$ cat config.mk
export PLATFORM = sky130hd
export DESIGN_NAME = tthbif_uart_ctrl
export DESIGN_NICKNAME = d
export VERILOG_FILES = /design/src/rtl/tthbif_uart_ctrl.sv
export SDC_FILE = /design/constraint.sdc
export NUM_CORES = 1
export LEC_CHECK = 0
export ABC_AREA = 1
export BUFFER_PORTS_ARGS = -buffer_cell sky130_fd_sc_hd__clkbuf_2
export CAP_MARGIN = 20
export CORE_MARGIN = 2
export CORE_UTILIZATION = 45
export CTS_BUF_LIST = sky130_fd_sc_hd__clkbuf_4
export DETAILED_ROUTE_END_ITERATION = 12
export GPL_ROUTABILITY_DRIVEN = 0
export PLACE_DENSITY = 0.64
export SLEW_MARGIN = 20
export SYNTH_ARGS = -nofsm -noshare
export SYNTH_HDL_FRONTEND = slang
export SYNTH_SLANG_ARGS = --single-unit
export TNS_END_PERCENT = 100
$ cat constraint.sdc
create_clock -name clk_i -period 2.39 [get_ports clk_i]
set_input_delay 0.1195 -clock clk_i [delete_from_list [all_inputs] [get_ports clk_i]]
set_output_delay 0.1195 -clock clk_i [all_outputs]
set_load 0.02 [all_outputs]
$ cat src/rtl/tthbif_uart_ctrl.sv
// UART command decoder and register file for the TT-HBIF front end (enable, per-lane tap selects).
// Define TTHBIF_UART_CTRL_CSUM_EN to require a third checksum byte (cmd ^ data) on every write.
module tthbif_uart_ctrl #(
    parameter int unsigned          NUM_LANES      = 1,
    parameter int unsigned          TAP_SEL_W      = 2,
    parameter logic [TAP_SEL_W-1:0] RESET_TAP      = '1,
    parameter int unsigned          TIMEOUT_CYCLES = 1048576
) (
    input  logic                           clk_i,
    input  logic                           rst_i,
    input  logic                           rx_data_valid_i,
    input  logic [7:0]                     rx_data_i,
    input  logic                           tx_data_ready_i,
    output logic                           tx_data_valid_o,
    output logic [7:0]                     tx_data_o,
    output logic                           en_o,
    output logic [NUM_LANES*TAP_SEL_W-1:0] rx_flop_tap_sel_o,
    output logic [NUM_LANES*TAP_SEL_W-1:0] rx_comb_tap_sel_o,
    output logic [NUM_LANES*TAP_SEL_W-1:0] tx_flop_tap_sel_o,
    output logic [NUM_LANES*TAP_SEL_W-1:0] tx_comb_tap_sel_o
);

    localparam int unsigned TapW   = NUM_LANES * TAP_SEL_W;
    localparam int unsigned TimerW = $clog2(TIMEOUT_CYCLES + 1);
    localparam logic [7:0]  Ack    = 8'h06;
    localparam logic [7:0]  Nak    = 8'h15;
    localparam logic [7:0]  IdVal  = 8'h48;

    typedef enum logic [1:0] {
        StIdle,
        StWaitData,
        StResp
`ifdef TTHBIF_UART_CTRL_CSUM_EN
        , StWaitCsum
`endif
    } state_e;

    state_e              state_q, state_d;
    logic [6:0]          addr_q, addr_d;
    logic [TimerW-1:0]   timer_q, timer_d;
    logic [7:0]          tx_data_q, tx_data_d;
    logic                en_q, en_d;
    logic                ovf_q, ovf_d;
    logic [TapW-1:0]     rx_flop_q, rx_flop_d, rx_comb_q, rx_comb_d;
    logic [TapW-1:0]     tx_flop_q, tx_flop_d, tx_comb_q, tx_comb_d;
`ifdef TTHBIF_UART_CTRL_CSUM_EN
    logic [7:0]          data_q, data_d;
`endif

    logic       wr_do;
    logic [7:0] wr_data;
    logic       drop;
    logic       writable;
    logic       timed_out;
    logic [6:0] rd_addr;
    logic [7:0] rd_data;

    function automatic logic is_lane(input logic [6:0] a);
        return (a[6:4] == 3'd1) && ({28'd0, a[3:0]} < NUM_LANES);
    endfunction

    assign writable  = (addr_q == 7'h00) || is_lane(addr_q);
    assign timed_out = (timer_q == TimerW'(TIMEOUT_CYCLES - 1));

    // Read data is taken straight from the command byte so it can be latched in the IDLE cycle.
    always_comb begin
        rd_data = 8'h00;
        rd_addr = rx_data_i[6:0];
        if (rd_addr == 7'h00) begin
            rd_data = {ovf_q, 6'b0, en_q};
        end else if (rd_addr == 7'h01) begin
            rd_data = IdVal;
        end else if (rd_addr == 7'h02) begin
            rd_data = 8'(NUM_LANES);
        end else begin
            for (int l = 0; l < NUM_LANES; l++) begin
                if (rd_addr == 7'(16 + l)) begin
                    rd_data[0 +: TAP_SEL_W] = rx_flop_q[l*TAP_SEL_W +: TAP_SEL_W];
                    rd_data[2 +: TAP_SEL_W] = rx_comb_q[l*TAP_SEL_W +: TAP_SEL_W];
                    rd_data[4 +: TAP_SEL_W] = tx_flop_q[l*TAP_SEL_W +: TAP_SEL_W];
                    rd_data[6 +: TAP_SEL_W] = tx_comb_q[l*TAP_SEL_W +: TAP_SEL_W];
                end
            end
        end
    end

    always_comb begin
        state_d   = state_q;
        addr_d    = addr_q;
        timer_d   = timer_q;
        tx_data_d = tx_data_q;
        en_d      = en_q;
        ovf_d     = ovf_q;
        rx_flop_d = rx_flop_q;
        rx_comb_d = rx_comb_q;
        tx_flop_d = tx_flop_q;
        tx_comb_d = tx_comb_q;
`ifdef TTHBIF_UART_CTRL_CSUM_EN
        data_d    = data_q;
`endif
        wr_do     = 1'b0;
        wr_data   = 8'h00;
        drop      = 1'b0;

        unique case (state_q)
            StIdle: begin
                if (rx_data_valid_i) begin
                    addr_d = rx_data_i[6:0];
                    if (rx_data_i[7]) begin
                        state_d = StWaitData;
                        timer_d = '0;
                    end else begin
                        tx_data_d = rd_data;
                        state_d   = StResp;
                    end
                end
            end
            StWaitData: begin
                if (rx_data_valid_i) begin
`ifdef TTHBIF_UART_CTRL_CSUM_EN
                    data_d  = rx_data_i;
                    timer_d = '0;
                    state_d = StWaitCsum;
`else
                    wr_do     = writable;
                    wr_data   = rx_data_i;
                    tx_data_d = writable ? Ack : Nak;
                    state_d   = StResp;
`endif
                end else if (timed_out) begin
                    state_d = StIdle;
                end else begin
                    timer_d = timer_q + TimerW'(1);
                end
            end
`ifdef TTHBIF_UART_CTRL_CSUM_EN
            StWaitCsum: begin
                if (rx_data_valid_i) begin
                    wr_do     = writable && (rx_data_i == ({1'b1, addr_q} ^ data_q));
                    wr_data   = data_q;
                    tx_data_d = wr_do ? Ack : Nak;
                    state_d   = StResp;
                end else if (timed_out) begin
                    state_d = StIdle;
                end else begin
                    timer_d = timer_q + TimerW'(1);
                end
            end
`endif
            StResp: begin
                // Any byte seen here is lost, including one in the handshake cycle.
                drop = rx_data_valid_i;
                if (tx_data_ready_i) begin
                    state_d = StIdle;
                end
            end
            default: state_d = StIdle;
        endcase

        if (wr_do) begin
            if (addr_q == 7'h00) begin
                en_d = wr_data[0];
                if (wr_data[7]) begin
                    ovf_d = 1'b0;
                end
            end
            for (int l = 0; l < NUM_LANES; l++) begin
                if (addr_q == 7'(16 + l)) begin
                    rx_flop_d[l*TAP_SEL_W +: TAP_SEL_W] = wr_data[0 +: TAP_SEL_W];
                    rx_comb_d[l*TAP_SEL_W +: TAP_SEL_W] = wr_data[2 +: TAP_SEL_W];
                    tx_flop_d[l*TAP_SEL_W +: TAP_SEL_W] = wr_data[4 +: TAP_SEL_W];
                    tx_comb_d[l*TAP_SEL_W +: TAP_SEL_W] = wr_data[6 +: TAP_SEL_W];
                end
            end
        end
        if (drop) begin
            ovf_d = 1'b1;
        end
    end

    always_ff @(posedge clk_i) begin
        if (rst_i) begin
            state_q   <= StIdle;
            addr_q    <= '0;
            timer_q   <= '0;
            tx_data_q <= 8'h00;
            en_q      <= 1'b0;
            ovf_q     <= 1'b0;
            rx_flop_q <= {NUM_LANES{RESET_TAP}};
            rx_comb_q <= {NUM_LANES{RESET_TAP}};
            tx_flop_q <= {NUM_LANES{RESET_TAP}};
            tx_comb_q <= {NUM_LANES{RESET_TAP}};
`ifdef TTHBIF_UART_CTRL_CSUM_EN
            data_q    <= 8'h00;
`endif
        end else begin
            state_q   <= state_d;
            addr_q    <= addr_d;
            timer_q   <= timer_d;
            tx_data_q <= tx_data_d;
            en_q      <= en_d;
            ovf_q     <= ovf_d;
            rx_flop_q <= rx_flop_d;
            rx_comb_q <= rx_comb_d;
            tx_flop_q <= tx_flop_d;
            tx_comb_q <= tx_comb_d;
`ifdef TTHBIF_UART_CTRL_CSUM_EN
            data_q    <= data_d;
`endif
        end
    end

    assign tx_data_valid_o   = (state_q == StResp);
    assign tx_data_o         = tx_data_q;
    assign en_o              = en_q;
    assign rx_flop_tap_sel_o = rx_flop_q;
    assign rx_comb_tap_sel_o = rx_comb_q;
    assign tx_flop_tap_sel_o = tx_flop_q;
    assign tx_comb_tap_sel_o = tx_comb_q;

endmodule

# ---- Word-level counts from Yosys, hierarchy flattened
# Index checks and enable logic that the tools add are counted.
dict set report word_totals {
  in_bits 12
  ff_bits 48
  out_inout_bits 18
  word_cells 73
}
dict set report classes {
  muxes 29
  eq_ne 16
  reduce_logical 16
  magnitude_cmp 1
  addsub 1
}
# operator n
set ops {}
lappend ops {{21-bit two-way mux} 4}
lappend ops {{8-bit two-way mux} 9}
lappend ops {{21-bit case mux with 2 select lines} 1}
lappend ops {{21-bit by 1-bit adder with 21-bit output (second input constant)} 1}
lappend ops {{21-bit by 20-bit == test with 1-bit output (second input constant)} 1}
lappend ops {{8-bit case mux with 2 select lines} 1}
lappend ops {{7-bit by 5-bit == test with 1-bit output (second input constant)} 2}
lappend ops {{7-bit zero test} 2}
lappend ops {{2-bit inequality test (second input constant)} 7}
lappend ops {{2-bit two-way mux} 5}
lappend ops {{2-bit nonzero test} 4}
lappend ops {{7-bit by 1-bit == test with 1-bit output (second input constant)} 1}
lappend ops {{7-bit by 2-bit == test with 1-bit output (second input constant)} 1}
lappend ops {{1-bit two-way mux} 7}
lappend ops {{2-bit case mux with 3 select lines} 1}
lappend ops {{2-bit AND reduction} 3}
lappend ops {{3-bit AND reduction} 2}
lappend ops {{5-bit two-way mux} 1}
lappend ops {{5-bit AND reduction} 1}
lappend ops {{4-bit by 1-bit less-than comparator with 1-bit output (second input constant)} 1}
lappend ops {{4-bit AND reduction} 1}
lappend ops {{3-bit by 1-bit == test with 1-bit output (second input constant)} 1}
lappend ops {{3-bit inequality test (second input constant)} 1}
lappend ops {{2-bit by 1-bit == test with 1-bit output (second input constant)} 1}
lappend ops {{other kinds (4)} 4}

# ---- Depth between registers and ports, before layout
dict set report depth {
  word_depth 8
  mapped_depth 11
  mapped_depth_nobuf 10
}

# ---- Worst setup path before layout
# Ideal clock, no wire load.
dict set report synth_path {
  path_type {reg2reg}
  startpoint {register timer_q[0]}
  endpoint {register timer_q[10]}
  period_less_slack_ps 1653
  setup_ps 138
  stages_incl_launch_ff 12
  arrival_time_ps 1515
  t_required_ps 2252
  n_path_buf 1
  setup_slack_ps 737
  path_cell_list {dfxtp_1 -> ha_1 -> nand2_1 -> nor2_2 -> nand3_1 -> nor2_1 -> nand2_1 -> nand2_4 -> nand2_4 -> buf_12 -> nand2_2 -> a21oi_2}
}
dict set report synth_via {
  elab_chain_len 4
  word_cells_on_any_way 7
  classes_between {add/sub: 1; eq/ne: 2; mux: 3; reduce/logical: 1}
}
# item line
set synth_lines {}
lappend synth_lines {{start: declaration} 40} ;# logic [TimerW-1:0] timer_q, timer_d;
lappend synth_lines {{start signal: assignment} 199} ;# timer_q <= timer_d;
lappend synth_lines {{21-bit by 1-bit adder with 21-bit output} 133} ;# timer_d = timer_q + TimerW'(1);
lappend synth_lines {{21-bit two-way mux} 130} ;# end else if (timed_out) begin
lappend synth_lines {{21-bit two-way mux} 119} ;# if (rx_data_valid_i) begin
lappend synth_lines {{21-bit case mux with 2 select lines} 105} ;# unique case (state_q)
# Several ways; a longest one is shown, not always the timed one. The select of a mux whose other input is x is not followed.
# A chain may end at the register's enable or synchronous reset.

# ---- Worst setup path in the final report
dict set report layout_path {
  startpoint {register timer_q[0]}
  endpoint {register timer_q[1]}
}
# Same word-level chain as after synthesis.

==> impl_metrics.env <==
export IMPL_whs_ps=20.71
export IMPL_crit_type="reg -> reg"
export IMPL_wl_per_cell_um=12.92
export IMPL_cts_max_path_buffers=2
export IMPL_status="complete, no violations"
export IMPL_whs_path_depth=3
export IMPL_highest_layer="met4"
export IMPL_r2r_slack_ps=490
export IMPL_grt_pass1_vias=2265
export IMPL_drtIter0Drc=94
export IMPL_synth_distinct_cells=29
export IMPL_ys_ff_latch=48
export IMPL_grt_pass1_wl_um=10330
export IMPL_final_common_cell="nand2_1"
export IMPL_cts_htree_levels=2
export IMPL_drc=0
export IMPL_route_met3_wl_um=211
export IMPL_hold_path_startpoint="rx_data_i[3]"
export IMPL_start_kind="flip-flop"
export IMPL_drive_gt1_frac=0.1845
export IMPL_drtPass1Iterations=4
export IMPL_setup_viol=0
export IMPL_wl_met1_um=2809
export IMPL_r2r_start="timer_q[0]"
export IMPL_ir_drop_v=0.0003857
export IMPL_clkTransAtPathRegs_ps=150
export IMPL_post_cts_setup_buffers=0
export IMPL_max_cap_violations=0
export IMPL_synth_warning_count=0
export IMPL_cp_max_fo=14
export IMPL_io_pins=30
export IMPL_worstSkewPairLatency_ps=370
export IMPL_antenna_found_initial=0
export IMPL_place_ws_ps=530.1
export IMPL_multi_input_area_mm2=0.001371
export IMPL_p_leak_uw=0.001202
export IMPL_hold_class="in -> reg"
export IMPL_syn_area_mm2=0.002537
export IMPL_vias=2367
export IMPL_rows=27
export IMPL_min_period_ps=1895
export IMPL_diodes=0
export IMPL_fmax_ghz=0.5276
export IMPL_drt_wl_total_um=6111
export IMPL_arrival_ps=2170
export IMPL_rsz0062_at_grt="no"
export IMPL_syn_inst=367
export IMPL_synth_area_per_cell_um2=6.914
export IMPL_grt_max_degree=22
export IMPL_tightest_slew_ps=564.9
export IMPL_nFillCells=574
export IMPL_cts_made_buffers=5
export IMPL_die_height_um=79.09
export IMPL_initial_core_util=0.4636
export IMPL_die_w_um=79.09
export IMPL_coreArea_mm2=0.005473
export IMPL_synth_nets=380
export IMPL_final_nets=413
export IMPL_finalCritPeriodShare=0.7930
export IMPL_synthArstFlopShare=0
export IMPL_timing_rr_end="timer_q[1]"
export IMPL_clock_root_buffer="clkbuf_4"
export IMPL_viasPerCell=5.004
export IMPL_synthFlopType="dfxtp_1"
export IMPL_clock_sinks=48
export IMPL_grtUsageTotal=0.2073
export IMPL_fin_tns_setup_ps=0
export IMPL_timing_final_hold_violations=0
export IMPL_end_kind="flip-flop"
export IMPL_maxSlewHeadroom=0.6224
export IMPL_yosysSeqAreaShare=0.3787
export IMPL_cts_resized=0
export IMPL_portBuffers=29
export IMPL_hold_end="addr_q[3]"
export IMPL_met2_length_um=3014
export IMPL_p_per_area_mw_per_mm2=510.1
export IMPL_ant_nets=0
export IMPL_grt_overflow=0
export IMPL_worst_ep_required_time_ps=2670
export IMPL_maxSlewViolCount=0
export IMPL_register_area_um2=960.9
export IMPL_timing_final_ws_setup_ps=494.7
export IMPL_dp_hpwl_um=4404
export IMPL_die_area_mm2=0.006255
export IMPL_r2r_cells=10
export IMPL_final_cell_mix="93 x nand2_1, 50 x nor2_1, 48 x dfxtp_1, 35 x inv_1, 29 x clkbuf_2"
export IMPL_synth_enable_flop_cells=0
export IMPL_clock_skew_ps=7.588
export IMPL_cts_tree="built"
export IMPL_areaGrowthSynthToFinish_pct=11.29
==> logic make-up after synthesis <==
group / Yosys count / share of synthesized area
AO/OA/AOI/OAI: 57 / 0.1346
adder cells (fa/ha/maj): 1 / 0.004930
XOR/XNOR: 9 / 0.03107
AND/OR/NAND/NOR: 205 / 0.3698
buffers and inverters: 47 / 0.08087
flip-flops: 48 / 0.3787
==> worst max-delay path by stage <==
stage / start / endpoint / slack, ps
finish: timer_q[0] / timer_q[1] / 490
global route: timer_q[0] / timer_q[1] / 270
CTS: timer_q[0] / timer_q[1] / 480
detailed placement: timer_q[0] / timer_q[1] / 530
global placement: timer_q[0] / timer_q[1] / 590
floorplan: timer_q[0] / timer_q[10] / 740
==> worst max-delay path, stage by stage, from the launching register on <==
cell and delay (ps):
dfxtp_1 410, ha_1 220, nand2_1 90, nor2_2 120, nand3_1 160, nor2_1 150, nand2_1 130, nand2_4 110
nand2_4 140, o21ai_0 220, nor2_1 50
==> sequential cells by signal, indices dropped and copies added (netlist names) <==
| register | count |
|---|---|
| tx_data_o | 8 |
| rx_flop_tap_sel_o | 2 |
| tx_flop_tap_sel_o | 2 |
| ovf_q | 1 |
| tx_comb_tap_sel_o | 2 |
| en_o | 1 |
| timer_q | 21 |
| addr_q | 7 |
| state_q | 2 |
| rx_comb_tap_sel_o | 2 |
==> cell type report <==
class / instances / share of cell area
Timing Repair Buffer: 35 / 0.07000
Tap cell: 72 / 0.03190
Sequential cell: 48 / 0.3403
Clock inverter: 3 / 0.006646
Inverter: 38 / 0.05228
Clock buffer: 5 / 0.01329
Multi-Input combinational cell: 272 / 0.4856
==> per-layer routing <==
| metal | global-route usage | vias up |
|---|---|---|
| met5 | 0 | - |
| met4 | 0.06724 | 0 |
| met3 | 0.03977 | 8 |
| met2 | 0.3653 | 42 |
| met1 | 0.2534 | 1075 |
| li1 | - | 1242 |
==> where the power goes <==
part | leakage [µW] | internal, µW | switching [µW]
Combinational | 0.000777 | 61.7 | 146
Clock | 0.0000349 | 114 | 275
Sequential | 0.000390 | 828 | 16.6
==> cells in the mapped netlist (4+ instances only) <==
master | number | area, µm²
nand2_1 | 93 | 349.1
nor3_1 | 6 | 30.03
nor2_2 | 6 | 37.54
xor2_1 | 9 | 78.83
clkbuf_1 | 7 | 26.28
nand4_1 | 11 | 68.82
nand3_1 | 20 | 100.1
o211ai_1 | 6 | 45.04
a21oi_2 | 9 | 78.83
nand2_2 | 10 | 62.56
o21ai_0 | 15 | 75.07
a21oi_1 | 23 | 115.1
nand2_4 | 4 | 45.04
inv_1 | 35 | 131.4
nor2_1 | 50 | 187.7
dfxtp_1 | 48 | 960.9
==> repair_timing <==
| action | in CTS | in global routing |
|---|---|---|
| hold endpoints to repair | 2 | 1 |
| setup endpoints to repair | 0 | 0 |
| hold buffers | 2 | 1 |
==> stage by stage <==
stage | utilization | instances | power (µW) | cell area [µm²]
global route | 0.5160 | 473 | 1520 | 2824
finish | 0.5160 | 473 | 1441 | 2824
detailed placement | 0.5002 | 462 | 1065 | 2738
floorplan | - | 367 | 1018 | 2537
global placement | 0.5002 | 462 | 1062 | 2738
CTS | 0.5142 | 472 | 1457 | 2814
(Power assumes the default switching activity.)
